===== src/rtl/alu_serial_sequencer.sv =====
// Bit-serial ALU: accepts one request, computes one result bit per cycle LSB first,
// then presents the registered result with carry/zero/err until the consumer takes it.
module alu_serial_sequencer #(
    parameter int WIDTH = 4
) (
    input  logic             clk,
    input  logic             rst,
    input  logic             in_valid,
    output logic             in_ready,
    input  logic [WIDTH-1:0] A,
    input  logic [WIDTH-1:0] B,
    input  logic [2:0]       op,
    output logic             out_valid,
    input  logic             out_ready,
    output logic [WIDTH-1:0] result,
    output logic             carry,
    output logic             zero,
    output logic             err
);

    localparam int IW = $clog2(WIDTH);
    localparam logic [IW-1:0] LAST_IDX = IW'(WIDTH - 1);

    localparam logic [2:0] OP_AND = 3'b000;
    localparam logic [2:0] OP_OR  = 3'b001;
    localparam logic [2:0] OP_XOR = 3'b010;
    localparam logic [2:0] OP_NOT = 3'b011;
    localparam logic [2:0] OP_ADD = 3'b100;
    localparam logic [2:0] OP_SUB = 3'b101;

    typedef enum logic [1:0] {IDLE, BUSY, DONE} state_t;

    state_t           state_q, state_d;
    logic [WIDTH-1:0] a_q, a_d, b_q, b_d, acc_q, acc_d, result_q, result_d;
    logic [2:0]       op_q, op_d;
    logic [IW-1:0]    idx_q, idx_d;
    logic             cin_q, cin_d, carry_q, carry_d, zero_q, zero_d;
    logic             err_q, err_d, out_valid_q, out_valid_d;

    logic a_bit, b_eff, res_bit, cout, is_arith, is_illegal;

    always_comb begin
        state_d     = state_q;
        a_d         = a_q;
        b_d         = b_q;
        op_d        = op_q;
        idx_d       = idx_q;
        cin_d       = cin_q;
        acc_d       = acc_q;
        result_d    = result_q;
        carry_d     = carry_q;
        zero_d      = zero_q;
        err_d       = err_q;
        out_valid_d = out_valid_q;

        is_arith   = (op_q == OP_ADD) || (op_q == OP_SUB);
        is_illegal = op_q[2] & op_q[1];
        a_bit      = a_q[idx_q];
        // SUB is A + ~B with the carry chain seeded to 1 at accept time
        b_eff      = (op_q == OP_SUB) ? ~b_q[idx_q] : b_q[idx_q];
        cout       = (a_bit & b_eff) | (cin_q & (a_bit ^ b_eff));

        case (op_q)
            OP_AND:         res_bit = a_bit & b_q[idx_q];
            OP_OR:          res_bit = a_bit | b_q[idx_q];
            OP_XOR:         res_bit = a_bit ^ b_q[idx_q];
            OP_NOT:         res_bit = ~a_bit;
            OP_ADD, OP_SUB: res_bit = a_bit ^ b_eff ^ cin_q;
            default:        res_bit = 1'b0;
        endcase

        case (state_q)
            IDLE: begin
                if (in_valid) begin
                    a_d     = A;
                    b_d     = B;
                    op_d    = op;
                    idx_d   = '0;
                    cin_d   = (op == OP_SUB);
                    acc_d   = '0;
                    state_d = BUSY;
                end
            end
            BUSY: begin
                acc_d[idx_q] = res_bit;
                if (is_arith) cin_d = cout;
                idx_d = idx_q + IW'(1);
                if (idx_q == LAST_IDX) begin
                    state_d     = DONE;
                    out_valid_d = 1'b1;
                    result_d    = acc_d;
                    carry_d     = is_arith ? cout : 1'b0;
                    zero_d      = (acc_d == '0);
                    err_d       = is_illegal;
                end
            end
            DONE: begin
                if (out_ready) begin
                    state_d     = IDLE;
                    out_valid_d = 1'b0;
                end
            end
            default: state_d = IDLE;
        endcase
    end

    always_ff @(posedge clk) begin
        if (rst) begin
            state_q     <= IDLE;
            a_q         <= '0;
            b_q         <= '0;
            op_q        <= '0;
            idx_q       <= '0;
            cin_q       <= 1'b0;
            acc_q       <= '0;
            result_q    <= '0;
            carry_q     <= 1'b0;
            zero_q      <= 1'b0;
            err_q       <= 1'b0;
            out_valid_q <= 1'b0;
        end else begin
            state_q     <= state_d;
            a_q         <= a_d;
            b_q         <= b_d;
            op_q        <= op_d;
            idx_q       <= idx_d;
            cin_q       <= cin_d;
            acc_q       <= acc_d;
            result_q    <= result_d;
            carry_q     <= carry_d;
            zero_q      <= zero_d;
            err_q       <= err_d;
            out_valid_q <= out_valid_d;
        end
    end

    // Gated by rst so nothing looks acceptable while reset is held
    assign in_ready  = (state_q == IDLE) && !rst;
    assign out_valid = out_valid_q;
    assign result    = result_q;
    assign carry     = carry_q;
    assign zero      = zero_q;
    assign err       = err_q;

endmodule


===== config.mk =====
export PLATFORM = sky130hd
export DESIGN_NAME = alu_serial_sequencer
export DESIGN_NICKNAME = d
export VERILOG_FILES = /design/src/rtl/alu_serial_sequencer.sv
export SDC_FILE = /design/constraint.sdc
export NUM_CORES = 1
export LEC_CHECK = 0
export CAP_MARGIN = 20
export CORE_MARGIN = 2
export CORE_UTILIZATION = 55
export DETAILED_ROUTE_END_ITERATION = 16
export GPL_ROUTABILITY_DRIVEN = 0
export PLACE_DENSITY = 0.8
export SLEW_MARGIN = 20
export SYNTH_ARGS = -nofsm -noshare
export SYNTH_HDL_FRONTEND = slang
export SYNTH_SLANG_ARGS = --single-unit

===== constraint.sdc =====
create_clock -name clk -period 4.95 [get_ports clk]
set_input_delay 0.495 -clock clk [delete_from_list [all_inputs] [get_ports clk]]
set_output_delay 0.495 -clock clk [all_outputs]
set_load 0.05 [all_outputs]

==> results.yml, run 1 <==
clock_network:
  postCtsSetupBuffers: 0
  htree_levels: 1
  ctsLongestPathBuffers: 2
  ctsHoldBuffers: 0
  cts_tree: "built"
  cts_sinks: 27
  clk_transition_reported_paths_ns: 0.16
  cts_buffers: 3
  cts-root-buf: "clkbuf_4"
  ctsResizeCount: 0
  clock_latency_ns: 0.35
finish:
  mostFrequentLayoutCells: "nand2_1, dfxtp_1, a21oi_1"
  syn2layout_area_growth_pct: 19.3
  antennaDiodeCount: 0
  layout_commonest_cell: "nand2_1"
  layout.cells.non_filler: 211
  final.fill_count: 201
  regArea_sq_um: 541
  drive_above_1_share_pct: 8.29
  multiInputGateArea_sq_um: 778
  nNetsFinal: 204
logic_synthesis:
  netlist_area_sq_mm: 0.00139
  syn-num-nets: 183
  synth-seq-area-share_pct: 38.8
  synthCells: 161
  ys_types: 34
  yosysWarningCount: 0
  avgSynthCellArea_sq_um: 8.66
  ys_ff_latch: 27
power:
  p_per_area_mw_per_mm2: 245
  switchingPower_w: 0.000120
  seqPwrFrac_pct: 57.7
  switching_share_pct: 29.4
  total_power_w: 0.000407
  p_clk_share_pct: 25.3
  combPwrFrac_pct: 17.0
  irDropWorstVdd_mv: 0.174
  p_leak_nw: 0.622
  p_int_w: 0.000287
routing:
  dr.pass1.iters: 4
  drcViolationCount: 0
  drt_iter0_drc: 45
  routed_via_density: 5.83
  route.antenna.remaining_nets: 0
  vias: 1231
  post_drt_wl_per_cell_microns: 14.7
  totalWireLength_mm: 3.09
global_routing:
  antenna_found_initial: 0
  grt_pass1_wl_mm: 5.04
  gr-total-overflow: 0
  track_usage_pct: 24.0
  grt_max_degree: 32
  grt_pass1_vias: 1152
worst_setup_path:
  critPathCaptureType: "flop"
  crit_fanout: 7
  cp-start-kind: "flop"
  arrival_ns: 2.93
  path_class: "flop to flop"
  critPathRequiredTime_ns: 5.26
floorplanning:
  core_region_area_sq_mm: 0.00243
  start_util_pct: 57.3
  ioPinCount: 24
  dieArea_sq_mm: 0.00295
  die_h_microns: 54.3
  rows: 18
  die_w_microns: 54.3
timing:
  fin_worst_skew_ns: 0.0173
  tightest_slew_ns: 0.545
  slew_headroom_pct: 63.6
  fmax_ghz: 0.382
  rsz0062_at_grt: "false"
  fin_hold_ws_ns: 0.470
  slew_viol_final: 0
  hold_viol_final: 0
  min_period_ns: 2.62
  setup_viol: 0
  post-route-period-util_pct: 52.9
  fin_setup_tns_ns: 0
place:
  hpwl_mm: 2.27
  place.detailed.instances: 207
  io_buffers: 23
min_path:
  hold_path_class: "flop to flop"
run_status:
  status: "finished clean"
flow_run:
  maxCapViolCount: 0
==> routing by layer <==
metal  GRT usage, %  vias up  part of all wire, %
met5              0        -                    0
met4           9.58        0                  1.7
met3           4.37        5                  3.2
met2           42.8       26                   50
met1           28.1      599                   45
li1               -      601                    -
==> power by group through the flow <==
stage / sequential, W / combinational (W) / clock, W
finish: 0.000235 / 0.0000691 / 0.000103
global route: 0.000237 / 0.0000760 / 0.000111
CTS: 0.000235 / 0.0000684 / 0.000101
detailed placement: 0.000240 / 0.0000682 / 0
global placement: 0.000239 / 0.0000651 / 0
floorplan: 0.000236 / 0.0000480 / 0
==> state kept, by name, summed over array words and instances, names as in the netlist <==
| name | flops |
|---|---|
| a_q | 4 |
| acc_q | 3 |
| b_q | 4 |
| carry | 1 |
| cin_q | 1 |
| err | 1 |
| idx_q | 2 |
| op_q | 3 |
| out_valid | 1 |
| result | 4 |
| state_q | 2 |
| zero | 1 |
==> synthesized netlist by cell type (all sizes together) <==
library cell | n | share of area, %
a41o | 1 | 0.72
mux4 | 2 | 3.5
nand4bb | 1 | 2.0
xnor2 | 1 | 0.63
o21ai | 3 | 1.1
nor3b | 5 | 2.7
a211oi | 2 | 1.4
nor3 | 2 | 0.72
fa | 1 | 1.4
and2b | 1 | 0.63
nor2b | 4 | 1.8
nor2 | 12 | 3.2
and4bb | 1 | 0.90
nor4b | 2 | 1.3
nand3b | 1 | 0.54
a221oi | 1 | 0.63
o41ai | 3 | 3.5
nand2b | 3 | 1.3
inv | 9 | 2.4
ha | 6 | 5.4
nand2 | 28 | 7.5
a31oi | 3 | 1.3
a21oi | 24 | 8.6
buf | 2 | 1.1
clkbuf | 7 | 1.9
dfxtp | 27 | 39
and2 | 1 | 0.45
nand3 | 3 | 1.1
and3 | 2 | 1.3
a311o | 3 | 2.2
==> critical path, cell delays in order (launching register included) <==
cell and delay, ns:
dfxtp_1 0.50, mux4_1 0.67, xnor2_1 0.22, fa_1 0.44, a21oi_1 0.29, and3_4 0.30, a41o_1 0.17
==> logic make-up after synthesis <==
group,count (synthesis),share of synthesized area [%]
DFF,27,38.8
adders and majority gates,7,6.82
and+or+nand+nor,66,25.4
xor gates and xnor gates,1,0.628
AOI/OAI and AO/OA,40,19.5
buffers and inverters,18,5.39
muxes,2,3.50
==> path summary, 6_finish.rpt <==
check,start,endpoint,slack (ns),depth (start not counted)
setup reg to reg,idx_q[0],zero,2.33,6
hold / removal,err,err,0.47,2
hold reg to reg,err,err,0.47,2
setup / recovery,idx_q[0],zero,2.33,6
==> metrics by stage <==
step	setup WS, ns	util [%]	cell area [sq um]
2_1_floorplan	2.50	-	1390
3_3_place_gp	2.35	67.2	1640
3_5_place_dp	2.34	67.2	1640
4_1_cts	2.32	68.4	1660
5_1_grt	2.17	68.4	1660
6_report	2.33	68.4	1660
==> final cells by class <==
type | count | share of cell area (%)
Clock inverter | 1 | 0.301
Inverter | 9 | 2.03
Multi-Input combinational cell | 116 | 46.8
Clock buffer | 3 | 1.35
Sequential cell | 27 | 32.5
Tap cell | 30 | 2.26
Timing Repair Buffer | 25 | 14.7
Note: power is estimated with default switching activity, not from simulation.
==> run 2: changes to the inputs <==
- CORE_UTILIZATION: 55 -> 51
- PLACE_DENSITY: 0.8 -> 0.74
- clock period: 4.95 -> 2.46 ns (I/O delays scaled with it)
==> run 2 against run 1 <==
  * Core utilization is 1.4 points lower
  * Setup slack worse by 2.2 ns
  * Combinational power is 120% higher
  * Critical path depth stayed put
  * Global-route usage is 3.5 points lower
  * Worst hold slack worse by 0.026 ns
  * Clock skew is 0.011 ns lower
  * Via count is 0.65% lower
  * Sequential share of layout area is 0.79 points lower
  * Wire length is 0.78% lower
==> results.yml, run 2 (same netlist as run 1, synthesis figures left out) <==
clock_network:
  cts_tree: "built"
  postCtsSetupBuffers: 0
  cts_buffers: 3
  cts_sinks: 27
  ctsHoldBuffers: 0
  htree_levels: 1
  clock_latency_ns: 0.33
  cts-root-buf: "clkbuf_4"
  ctsLongestPathBuffers: 2
  clk_transition_reported_paths_ns: 0.14
floorplanning:
  core_region_area_sq_mm: 0.00254
  start_util_pct: 54.8
  ioPinCount: 24
  die_w_microns: 56.3
  rows: 18
  die_h_microns: 56.3
  dieArea_sq_mm: 0.00317
global_routing:
  grt_pass1_wl_mm: 5.20
  track_usage_pct: 20.5
  grt_max_degree: 15
  gr-total-overflow: 0
  grt_pass1_vias: 1211
  antenna_found_initial: 0
worst_setup_path:
  critPathCaptureType: "flop"
  reg2reg_slack_ns: 0.18
  slowest_stage: "mux4_2"
  path_class: "flop to flop"
  critPathLaunch: "idx_q[0]"
  crit_chain: "buf_4 -> mux4_2 -> fa_1 -> a21oi_2 -> and3_4 -> a41o_1"
  cpPeakStageDelay_ns: 0.56
  crit_end: "zero"
  crit_buf_inv: 1
  worst_r2r_endpoint: "zero"
  worst-path-stages: 6
  arrival_ns: 2.56
  crit_fanout: 6
  cp_top_family: "multiplexers"
  reg2reg_depth: 6
  cp-start-kind: "flop"
  critPathRequiredTime_ns: 2.74
  r2r_start: "idx_q[0]"
min_path:
  hold_path_class: "input port to flop"
  min_from: "A[3]"
timing:
  fin_setup_tns_ns: 0
  slew_headroom_pct: 62.6
  slew_viol_final: 0
  post-route-period-util_pct: 92.9
  fin_worst_skew_ns: 0.00582
  min_period_ns: 2.28
  tightest_slew_ns: 0.560
  setup_viol: 0
  fin_hold_ws_ns: 0.444
  rsz0062_at_grt: "false"
  hold_viol_final: 0
  fmax_ghz: 0.438
place:
  post_dp_cell_area_sq_mm: 0.00168
  hpwl_mm: 2.29
  place.detailed.instances: 211
  io_buffers: 23
power:
  p_per_area_mw_per_mm2: 479
  irDropWorstVdd_mv: 0.432
  p_leak_nw: 0.641
finish:
  nNetsFinal: 208
  drive_above_1_share_pct: 11.9
  fin_area_sq_mm: 0.00170
  antennaDiodeCount: 0
  mostFrequentLayoutCells: "nand2_1, dfxtp_1, a21oi_1"
  layout_commonest_cell: "nand2_1"
  layout.cells.non_filler: 215
  syn2layout_area_growth_pct: 22.3
routing:
  routed_via_density: 5.69
  drcViolationCount: 0
  drt_iter0_drc: 15
  vias: 1223
  post_drt_wl_per_cell_microns: 14.3
  dr.pass1.iters: 4
  totalWireLength_mm: 3.07
  route.antenna.remaining_nets: 0
flow_run:
  maxCapViolCount: 0
run_status:
  status: "finished clean"
run 2: per-layer routing:
layer | vias up | part of all wire [%] | routed length, microns | global-route usage, %
li1 | 608 | - | - | -
met1 | 585 | 47 | 1450 | 25.8
met2 | 26 | 49 | 1490 | 36.0
met3 | 4 | 3.4 | 103 | 4.84
met4 | 0 | 0.68 | 21 | 3.74
met5 | - | 0 | 0 | 0
run 2: worst min path at each step:
| stage | slack, ns | depth (start not counted) | to |
|---|---|---|---|
| 2_1_floorplan | 0.38 | 2 | a_q[0] |
| 3_3_place_gp | 0.44 | 2 | carry |
| 3_5_place_dp | 0.45 | 2 | b_q[0] |
| 4_1_cts | 0.45 | 3 | b_q[1] |
| 5_1_grt | 0.45 | 3 | b_q[2] |
| 6_report | 0.44 | 3 | a_q[3] |
run 2: cell type report:
type                       instances  area [sq um]
multi-input combinational        116           781
tap                               30          37.5
inverter                           9          33.8
clock buffer                       4          26.3
fill                             208           841
sequential                        27           541
timing repair buffer              29           285
run 2: what timing repair did:
action / in CTS / in global routing
resized for setup: 0 / 3
hold endpoints to repair: 0 / 0
endpoints found under the setup margin: 0 / 6
run 2: through the flow:
| stage | worst slack [ns] | total power [W] | utilization, % |
|---|---|---|---|
| 3_5_place_dp | 0.0841 | 0.000629 | 65.8 |
| 6_report | 0.175 | 0.000817 | 67.0 |
| 5_1_grt | 0.0245 | 0.000859 | 67.0 |
| 4_1_cts | 0.0494 | 0.000813 | 66.9 |
| 3_3_place_gp | 0.124 | 0.000622 | 65.8 |
| 2_1_floorplan | 0.0138 | 0.000572 | - |
run 2: worst min-delay path, delay by kind of cell:
kind                   cells  cell delay, ns
and+or+nand+nor            1            0.05
AOI/OAI and AO/OA          1            0.05
buffers and inverters      1            0.39
run 2: power breakdown:
group / internal [W] / switching, W / leakage [nW]
clock network: 0.0000636 / 0.000130 / 0.0150
logic: 0.0000715 / 0.0000819 / 0.406
registers: 0.000454 / 0.0000160 / 0.220
total: 0.000589 / 0.000228 / 0.641
==> run 3: changes to the inputs <==
- ABC_AREA: not set -> 1
- ABC_CLOCK_PERIOD_IN_PS: not set -> 2460
- PLACE_DENSITY: 0.74 -> 0.75
==> run 3 against run 2 <==
  * Die area shrank 2.8%
  * Count of clock-buffer cells in the layout unchanged
  * Worst hold slack better by 0.032 ns
  * Cell count rose by 5.6%
  * First-iteration DRC count rose by 140%
  * Cell area is 4.4% lower
==> results.yml, run 3 <==
run_status:
  status: "finished clean"
timing:
  fin_worst_skew_ns: 0.00203
  rsz0062_at_grt: "false"
  fmax_ghz: 0.450
  hold_viol_final: 0
  layout_setup_ws_ns: 0.238
  min_period_ns: 2.22
  slew_headroom_pct: 66.3
  tightest_slew_ns: 0.504
  setup_viol: 0
  fin_setup_tns_ns: 0
  slew_viol_final: 0
  fin_hold_ws_ns: 0.476
  post-route-period-util_pct: 90.3
flow_run:
  maxCapViolCount: 0
power:
  p_per_area_mw_per_mm2: 536
  p_leak_nw: 0.660
  irDropWorstVdd_mv: 0.375
  total_power_w: 0.000873
floorplanning:
  die_h_microns: 55.5
  dieArea_sq_mm: 0.00308
  die_w_microns: 55.5
  ioPinCount: 24
  core_region_area_sq_mm: 0.00250
  start_util_pct: 54.1
  rows: 18
clock_network:
  cts_buffers: 3
  htree_levels: 1
  cts_sinks: 27
  clock_latency_ns: 0.33
  cts_tree: "built"
  ctsLongestPathBuffers: 2
  postCtsSetupBuffers: 0
  clk_transition_reported_paths_ns: 0.14
  cts-root-buf: "clkbuf_4"
worst_setup_path:
  arrival_ns: 2.50
  path_class: "flop to flop"
  crit_fanout: 8
  critPathCaptureType: "flop"
  critPathRequiredTime_ns: 2.74
  cp-start-kind: "flop"
finish:
  syn2layout_area_growth_pct: 20.6
  drive_above_1_share_pct: 15.2
  antennaDiodeCount: 0
  fin_util_pct: 65.2
  layout_commonest_cell: "dfxtp_1"
  mostFrequentLayoutCells: "dfxtp_1, nand2_1, nor2_1, clkdlybuf4s50_1, o21ai_0"
  nNetsFinal: 220
routing:
  route.antenna.remaining_nets: 0
  drcViolationCount: 0
  drt_iter0_drc: 36
  totalWireLength_mm: 2.73
  dr.pass1.iters: 4
  routed_via_density: 5.16
  vias: 1172
  post_drt_wl_per_cell_microns: 12.0
logic_synthesis:
  avgSynthCellArea_sq_um: 7.81
  synthMostInstantiatedCell: "dfxtp_1"
  ys_top_cells_by_area: "dfxtp_1, o21ai_0, nand2_1"
  yosysTopAreaCell: "dfxtp_1"
  synth_top_area_share_pct: 40.0
  ys_types: 28
  async_reset_ff_share_pct: 0
  synth-seq-area-share_pct: 40.0
  synth_edf_count: 0
  ys_ff_latch: 27
  netlist_top_cells_count: "dfxtp_1, nand2_1, nor2_1, o21ai_0, a21oi_1"
  netlist_area_sq_mm: 0.00135
  synthCells: 173
  ys.flop_type: "dfxtp_1"
  syn-num-nets: 195
  yosysWarningCount: 0
global_routing:
  grt_max_degree: 18
  gr-total-overflow: 0
  track_usage_pct: 19.8
  antenna_found_initial: 0
  grt_pass1_wl_mm: 4.97
  grt_pass1_vias: 1153
place:
  hpwl_mm: 2.10
  io_buffers: 23
  dp_slack_ns: 0.175
min_path:
  hold_path_class: "flop to flop"
==> run 3: routing by layer <==
layer / GRT usage, % / up-vias / wire length [microns]
li1: - / 614 / -
met1: 24.4 / 519 / 1270
met2: 34.0 / 30 / 1280
met3: 2.58 / 9 / 108
met4: 9.06 / 0 / 76
met5: 0 / - / 0
==> run 3: final cells by class <==
type                    count  area, sq um
fillers                   228          871
repair buffers             24          235
flip-flops and latches     27          542
multi-input cells         125          722
well taps                  30         37.5
inverters                  17         66.3
clock buffers               4         26.3
==> run 3: power by group <==
| part | switching, W | leakage, nW | total (W) | internal [W] |
|---|---|---|---|---|
| combinational | 0.000114 | 0.424 | 0.000193 | 0.0000787 |
| sequential | 0.0000200 | 0.221 | 0.000482 | 0.000462 |
| clock | 0.000135 | 0.0150 | 0.000198 | 0.0000637 |
| total | 0.000269 | 0.660 | 0.000873 | 0.000604 |
==> run 3: worst max-delay path, stage by stage (launching register included) <==
cell and delay, ns:
dfxtp_2 0.42, inv_2 0.10, nand2_1 0.07, nand3_1 0.06, nand2_1 0.12, xor2_1 0.20, fa_1 0.43, inv_1 0.06
nand2_1 0.04, nand2_1 0.06, nor2_1 0.06, nor2_4 0.14, nand3_1 0.13, nand2_2 0.10, nand3_2 0.08, a21oi_2 0.10
==> run 3: repair_timing <==
item                       4_1_cts  5_1_grt
hold buffers                     0        0
gates resized for setup          0        1
setup endpoints to repair        0        1
hold endpoints to repair         0        0
==> run 3: cell families after synthesis <==
| family | share of synthesized area, % |
|---|---|
| AO/OA/AOI/OAI | 15.6 |
| XOR/XNOR | 0.648 |
| adder cells (fa/ha/maj) | 7.04 |
| buffers and inverters | 6.57 |
| flip-flops | 40.0 |
| AND/OR/NAND/NOR | 30.1 |
==> run 3: path summary, 6_finish.rpt <==
check,from,to,slack (ns),cells past startpoint
setup / recovery,idx_q[0],zero,0.24,15
hold / removal,acc_q[2],acc_q[2],0.48,2
setup reg to reg,idx_q[0],zero,0.24,15
hold reg to reg,acc_q[2],acc_q[2],0.48,2
==> run 3: stage by stage <==
step,cells,cell area [sq um]
after floorplan,173,1350
after global placement,223,1600
after detailed placement,223,1600
after CTS,227,1630
after global routing,227,1630
final,227,1630
